**config.mk**
```make
export PLATFORM = sky130hd
export DESIGN_NAME = if_stage
export DESIGN_NICKNAME = d
export VERILOG_FILES = /design/src/rtl/lc3b_types.sv /design/src/rtl/if_control.sv /design/src/rtl/if_stage.sv
export SDC_FILE = /design/constraint.sdc
export NUM_CORES = 1
export LEC_CHECK = 0
export BUFFER_PORTS_ARGS = -buffer_cell sky130_fd_sc_hd__buf_2
export CAP_MARGIN = 25
export CORE_MARGIN = 2
export CORE_UTILIZATION = 55
export CTS_CLUSTER_SIZE = 14
export DETAILED_ROUTE_END_ITERATION = 10
export PLACE_DENSITY_LB_ADDON = 0.08
export SLEW_MARGIN = 20
export SYNTH_ARGS = -nofsm -noshare
export SYNTH_HDL_FRONTEND = slang
export SYNTH_SLANG_ARGS = --single-unit
```
**constraint.sdc**
```tcl
create_clock -name clk -period 5.38 [get_ports clk]
set_clock_uncertainty 0.05 [all_clocks]
set_input_delay 0.807 -clock clk [delete_from_list [all_inputs] [get_ports clk]]
set_output_delay 0.807 -clock clk [all_outputs]
set_load 0.02 [all_outputs]
```
**src/rtl/lc3b_types.sv**
```systemverilog
// Shared LC-3b types.
//   lc3b_word      : 16-bit machine word.
//   lc3b_if_state  : fetch-stage control states (FETCH, HOLD, SQUASH).
//   lc3b_pc_sel    : PC next-value source selected by the fetch control.
package lc3b_types;

  typedef logic [15:0] lc3b_word;

  typedef enum logic [1:0] {
    FETCH  = 2'd0,
    HOLD   = 2'd1,
    SQUASH = 2'd2
  } lc3b_if_state;

  typedef enum logic [1:0] {
    PC_KEEP  = 2'd0,
    PC_INC   = 2'd1,
    PC_REDIR = 2'd2,
    PC_TGT   = 2'd3
  } lc3b_pc_sel;

  // Instruction addresses are word aligned; bit 0 is always cleared.
  function automatic lc3b_word word_align(lc3b_word a);
    return a & 16'hFFFE;
  endfunction

endpackage

```
**src/rtl/if_control.sv**
```systemverilog
// Fetch-stage control FSM.
// Ports:
//   clk_i, rst_i        : clock, asynchronous active-high reset
//   imem_resp_i         : instruction memory response this cycle
//   stall_i             : decode stage cannot accept this cycle
//   redirect_i          : control-flow redirect from a later stage
//   de_load_o           : decode register load strobe (combinational)
//   imem_read_o         : memory read request (combinational)
//   pc_sel_o            : PC next-value source
//   hold_ld_o           : capture fetched word into the hold register
//   tgt_ld_o            : capture redirect target while a read is in flight
//   state_o             : current FSM state (debug visibility)
//
// Handshake: a memory read is requested while imem_read_o=1 with a stable
// address; the request completes in the cycle imem_resp_i=1. An instruction
// transfers to decode in any cycle where de_load_o=1; this happens only when
// stall_i=0, so no separate ready signal is needed.
module if_control
  import lc3b_types::*;
(
  input  logic         clk_i,
  input  logic         rst_i,
  input  logic         imem_resp_i,
  input  logic         stall_i,
  input  logic         redirect_i,
  output logic         de_load_o,
  output logic         imem_read_o,
  output lc3b_pc_sel   pc_sel_o,
  output logic         hold_ld_o,
  output logic         tgt_ld_o,
  output lc3b_if_state state_o
);

  lc3b_if_state state_q, state_d;
  logic         de_load_raw;
  logic         read_raw;

  always_ff @(posedge clk_i or posedge rst_i) begin
    if (rst_i) state_q <= FETCH;
    else       state_q <= state_d;
  end

  always_comb begin
    state_d     = state_q;
    de_load_raw = 1'b0;
    read_raw    = 1'b0;
    pc_sel_o    = PC_KEEP;
    hold_ld_o   = 1'b0;
    tgt_ld_o    = 1'b0;
    case (state_q)
      FETCH: begin
        read_raw = 1'b1;
        if (redirect_i) begin
          if (imem_resp_i) begin
            // Read already done: jump straight to the target.
            pc_sel_o = PC_REDIR;
          end else begin
            // Read still in flight: keep address stable, remember target.
            tgt_ld_o = 1'b1;
            state_d  = SQUASH;
          end
        end else if (imem_resp_i) begin
          if (!stall_i) begin
            de_load_raw = 1'b1;
            pc_sel_o    = PC_INC;
          end else begin
            hold_ld_o = 1'b1;
            state_d   = HOLD;
          end
        end
      end
      HOLD: begin
        if (redirect_i) begin
          pc_sel_o = PC_REDIR;
          state_d  = FETCH;
        end else if (!stall_i) begin
          de_load_raw = 1'b1;
          pc_sel_o    = PC_INC;
          state_d     = FETCH;
        end
      end
      SQUASH: begin
        read_raw = 1'b1;
        if (redirect_i) tgt_ld_o = 1'b1;
        if (imem_resp_i) begin
          // A same-cycle redirect is newer than the stored target.
          pc_sel_o = redirect_i ? PC_REDIR : PC_TGT;
          state_d  = FETCH;
        end
      end
      default: state_d = FETCH;
    endcase
  end

  // Memory and decode must see nothing while reset is held.
  assign de_load_o   = de_load_raw & ~rst_i;
  assign imem_read_o = read_raw & ~rst_i;
  assign state_o     = state_q;

endmodule

```
**src/rtl/if_stage.sv**
```systemverilog
// LC-3b instruction-fetch stage: owns the PC, issues instruction reads and
// hands each fetched word plus its PC+2 to the decode pipeline register.
// Ports:
//   clk, reset               : clock, asynchronous active-high reset
//   imem_address, imem_read  : fetch request (address stable until resp)
//   imem_resp, imem_rdata    : memory response and instruction word
//   stall                    : decode cannot accept this cycle
//   redirect, redirect_pc    : control-flow redirect and its target
//   if_instr, if_plus2       : instruction and its PC+2 for decode
//   de_load                  : decode register load strobe
module if_stage
  import lc3b_types::*;
#(
  parameter lc3b_word RESET_PC = 16'h0000
) (
  input  logic     clk,
  input  logic     reset,
  output lc3b_word imem_address,
  output logic     imem_read,
  input  logic     imem_resp,
  input  lc3b_word imem_rdata,
  input  logic     stall,
  input  logic     redirect,
  input  lc3b_word redirect_pc,
  output lc3b_word if_instr,
  output lc3b_word if_plus2,
  output logic     de_load
);

  lc3b_word     pc_q, pc_d;
  lc3b_word     hold_q, hold_d;
  lc3b_word     tgt_q, tgt_d;
  lc3b_word     target;
  lc3b_word     pc_plus2;
  lc3b_pc_sel   pc_sel;
  logic         hold_ld;
  logic         tgt_ld;
  lc3b_if_state ctl_state;

  if_control u_ctl (
    .clk_i       (clk),
    .rst_i       (reset),
    .imem_resp_i (imem_resp),
    .stall_i     (stall),
    .redirect_i  (redirect),
    .de_load_o   (de_load),
    .imem_read_o (imem_read),
    .pc_sel_o    (pc_sel),
    .hold_ld_o   (hold_ld),
    .tgt_ld_o    (tgt_ld),
    .state_o     (ctl_state)
  );

  assign target   = word_align(redirect_pc);
  assign pc_plus2 = pc_q + 16'd2;  // wraps FFFE -> 0000

  always_comb begin
    pc_d   = pc_q;
    hold_d = hold_q;
    tgt_d  = tgt_q;
    case (pc_sel)
      PC_INC:   pc_d = pc_plus2;
      PC_REDIR: pc_d = target;
      PC_TGT:   pc_d = tgt_q;
      default:  pc_d = pc_q;
    endcase
    if (hold_ld) hold_d = imem_rdata;
    if (tgt_ld)  tgt_d  = target;
  end

  always_ff @(posedge clk or posedge reset) begin
    if (reset) begin
      pc_q   <= RESET_PC;
      hold_q <= '0;
      tgt_q  <= '0;
    end else begin
      pc_q   <= pc_d;
      hold_q <= hold_d;
      tgt_q  <= tgt_d;
    end
  end

  assign imem_address = pc_q;
  assign if_plus2     = pc_plus2;
  // In HOLD the word comes from the local capture; otherwise straight from memory.
  assign if_instr     = reset              ? '0 :
                        (ctl_state == HOLD) ? hold_q : imem_rdata;

endmodule

```
* After elaboration in Yosys (flattened, before gate mapping)
Cells that the tools add are included. Widths: inputs -> output; s select.
Word-level totals: output and inout bits 50, word-level logic and storage cells 55, input port bits 37, flip-flop bits (word level) 49
Cells by class: $add $sub $neg 1, bitwise operators 3, mux-type cells 33, reductions and logical operators 4, equal/unequal tests 10
Operators with widths (count):
- $pmux 16 s3 | 1
- $mux 16 | 2
- $mux 2 | 12
- $add 16x2->16 const B | 1
- $mux 1 | 14
- $ne 3x3->1 const B | 4
- $pmux 2 s3 | 2
- $eq 2x2->1 const B | 3
- $reduce_and 5->1 | 1
- $eq 2x1->1 const B | 2
- $pmux 1 s2 | 2
- $reduce_bool 3->1 | 1
- $and 1x1->1 | 2
- $logic_not 2->1 | 1
- $ne 2x2->1 const B | 1
- $reduce_or 2->1 | 1
- $not 1->1 | 1

* Logic depth before layout (Yosys ltp)
depth after elaboration 6, gate-level depth with buffers 6, depth with buffers taken out 5

* Cells and area by module
Synthesis repeated with hierarchy kept, for this count alone.
Second synthesis, totals: cells, all modules 274, area, all modules 2825.2 sq um
By module, submodules not included:
- if_stage | times used 1, cells each 258, seq. area each 1151.1 sq um, area an instance 2681.3 sq um
- if_control | times used 1, cells each 16, seq. area each 50.0 sq um, area an instance 143.9 sq um

* Worst setup path after synthesis
Ideal clock, no wire load.
kind input to output, start input port redirect, end output port de_load, data required time 4523 ps, path buffers 1, arrival time 1938 ps, setup slack 2585 ps, cell stages on the path 3, cell sequence buf_4 > nor2_2 > nor4b_1
Between the ends: cells in the longest elaborated chain, start to end 3, elaborated cells on any way between the ends 4, classes of those cells mux: 3; bitwise: 1
RTL lines:
- from (decl) | RTL line if_stage.sv:23 | input logic redirect,
- $mux 1 (on tied branches) | RTL line if_control.sv:73, if_control.sv:53
- $pmux 1 s2 (*) | RTL line if_control.sv:50 | case (state_q)
- $and 1x1->1 (*) | RTL line if_control.sv:96 | assign de_load_o = de_load_raw & ~rst_i;
- to (decl) | RTL line if_stage.sv:27 | output logic de_load
Mark *: on every way between the ends. The rest lies on a longest branch, timed or not.

* Final worst setup path
start register u_ctl.state_q[1], in the netlist u_ctl.state_o[1], end output port if_instr[15]
Between the ends: cells in the longest elaborated chain, start to end 3
RTL lines:
- from (decl) | RTL line if_control.sv:34 | lc3b_if_state state_q, state_d;
- from (signal assigned) | RTL line if_control.sv:40 | else state_q <= state_d;
- $eq 2x1->1 | RTL line if_stage.sv:87 | (ctl_state == HOLD) ? hold_q : imem_rdata;
- $mux 16 | RTL line if_stage.sv:87
- $mux 16 | RTL line if_stage.sv:86 | assign if_instr = reset ? '0 :
- to (decl) | RTL line if_stage.sv:25 | output lc3b_word if_instr,
Every way passes these cells.

==> run metrics <==
Area contributors post-synth dfrtp_1, mux2_2, nand2_1; Synth Register Bits 48; Critical Path Source u_ctl.state_o[1]; Critical Path RT 4.52 ns; initial core utilization 0.572; Sw Ratio 0.376; clock root buffer clkbuf_8; MaxCap Viol Count 0; Worst-Skew Late Latency 0.31 ns; synthesized area 2920 µm²; crit path cell chain nand2b_1 > nand2_1 > a21oi_1 > buf_2; Avg WL per Cell approximately 16 µm; worst r2r src u_ctl.state_o[1]; first-pass GRT wire length 11.8 mm; total gr overflow 0; Clk pwr share 0.223; Pwr Density between 300 and 400 nW/µm²; Core Region 5110 µm²; CTS sink count 48; final setup TNS 0 ns; detailed-route DRC error count 0; Synth top area share 0.411; Synth Instances approximately 300; yosys warns 0; final non-filler cell area roughly 3400 µm²; combinational share of power 0.342; internal power 733 µW; cell area after placement 3320 µm²; largest net degree at the start of global routing 49; Seq/Total Area, Yosys 0.411; synth-to-layout area growth 17.3%; ANT nets after route 0; nets@finish 403; overall global routing resource usage 0.248; Main synth FF type dfrtp_1; site row count 26; CP max FO 21; TritonCTS buffer count 5; Reg clk slew, reported paths 0.09 ns; CTS Hold Bufs 0; vias 2503; status finished clean; Max Fclk between 0.3 and 0.4 GHz; critical path class reg -> out; share of cells above drive strength 1 0.363; startpoint types flip-flop; DR vias/cell 5.74; diodes inserted 0; setup repair after global routing missed its margin false; Lkg Pwr approximately 0.0015 µW; DP HPWL 4.99 mm; DIE WIDTH 76.9 µm; Min-Delay Path Class reg -> reg; Pwr Total 1170 µW; Die Y a little under 80 µm; final hold viol count 0; CP endpoint kind output pin; post-CTS sizing 0; Slew Limit Fails 0; gpl congestion about 0.84; I/O pins 87; vias in the first global route roughly 2400; Non-Filler Instances 436; sequential power share 0.435; Worst Hold Launch hold_q[13]; peak supply drop roughly 0.00024 V; postcts setup bufs 0; final setup fails 0; final hold slack 0.451 ns; minimum clock period roughly 3.0 ns; number of flops mapped to enable cells by yosys 0; Worst Path Arrival 2.19 ns; Distinct cells, synth 63; FFs w/ async S/R, synth 1.00; Max clock buf depth 2; final WL ~7 mm; max incr delay on CP 0.78 ns; NetSw 441 µW; cell accounting for the most synthesized area dfrtp_1; initial antenna violation count 0; share of the cycle needed by the critical path after routing 0.565; clock tree from TritonCTS yes; Starting DRT DRC Count ~120; placed insts 428; Rel. slew slack 0.385; slew at the pin closest to its max-slew limit 0.922 ns; drt first pass iters 4; Port Buffers 83; Post-Syn Area per Cell 9.97 µm²; CP max stage cell nand2b_1; H-tree depth 2; die area 5910 µm²
-- synthesized netlist by cell type, drive strengths merged (2+ instances only) --
library cell	instances
o21ai	4
nand2	43
a221oi	7
nand2b	2
o22a	2
xnor2	8
a22oi	2
a21oi	17
xor2	5
a311oi	2
nor3	8
and2	3
and3	2
inv	9
o22ai	4
nor4	6
a211oi	15
nand3	7
or3	3
clkbuf	2
nand4	3
nor2	19
mux2	30
a2bb2oi	2
buf	18
nor4b	3
o31ai	2
dfrtp	48
-- state kept, by name, summed over array words and instances (netlist names) --
register / cells
tgt_q: 15
hold_q: 16
imem_address: 15
u_ctl.state_o: 2
-- power by group through the flow --
stage | clock network (µW) | logic [µW] | registers, µW
after floorplan | 0 | 268 | 527
after detailed placement | 0 | 402 | 518
after global routing | 283 | 438 | 525
after CTS | 268 | 404 | 510
after global placement | 0 | 395 | 512
final | 262 | 401 | 511
-- routing by layer --
layer / wire length (µm) / up-vias / track usage
li1: - / 1215 / -
met1: 3230 / 1211 / 0.348
met2: 3360 / 71 / 0.401
met3: 341 / 6 / 0.0447
met4: 47 / 0 / 0.0564
met5: 0 / - / 0
-- kinds of logic (layout without fill, tap and decap cells) --
logic type / count (synthesis) / count (layout) / share of synthesized area
DFF: 48 / 48 / 0.411
xor gates and xnor gates: 13 / 13 / 0.0390
buffers and inverters: 29 / 101 / 0.0523
other: 1 / 2 / 0.00128
adders and majority gates: 1 / 1 / 0.00428
AOI/OAI and AO/OA: 66 / 66 / 0.180
muxes: 31 / 31 / 0.119
and+or+nand+nor: 104 / 104 / 0.193
-- stage by stage --
| stage | util | worst slack [ns] |
|---|---|---|
| after floorplan | - | 2.58 |
| after global placement | 0.649 | 2.73 |
| after detailed placement | 0.649 | 2.71 |
| after CTS | 0.670 | 2.35 |
| after global routing | 0.671 | 2.16 |
| final | 0.671 | 2.34 |
-- worst paths after layout --
path | end | slack, ns | cells past startpoint
max | if_instr[15] | 2.34 | 4
min | hold_q[13] | 0.45 | 1
max reg2reg | imem_address[6] | 2.77 | 4
min reg2reg | hold_q[13] | 0.45 | 1
max in group asynchronous | imem_address[2] | 4.02 | 2
min in group asynchronous | hold_q[3] | 0.75 | 2
-- placed cells by master (no fill, tap or decap), types with 3 or more instances in the layout --
cell type and n:
a221oi_1 4, and2_1 3, xor2_1 5, buf_2 83
o22ai_1 3, a211oi_1 14, mux2_2 20, a21oi_1 17
nand2_1 43, nor4_2 3, mux2_1 10, inv_1 6
nor4_1 3, nand3_1 5, nor3_1 8, dfrtp_1 48
clkbuf_8 5, nor2_1 18, o21ai_0 3, xnor2_1 8
or3_1 3
-- cell type report --
type	instances	area [µm²]
Clock buffer	6	72.6
Clock inverter	2	35.0
Fill cell	445	1680
Inverter	9	35.0
Multi-Input combinational cell	217	1570
Sequential cell	48	1200
Tap cell	70	87.6
Timing Repair Buffer	84	423
-- critical path: cells and delay by family (launching register included) --
family	cells	cell delay, ns
DFF	1	0.58
buffers and inverters	1	0.19
and+or+nand+nor	2	0.92
AOI/OAI and AO/OA	1	0.19
Power figures use the tool's default switching activity.
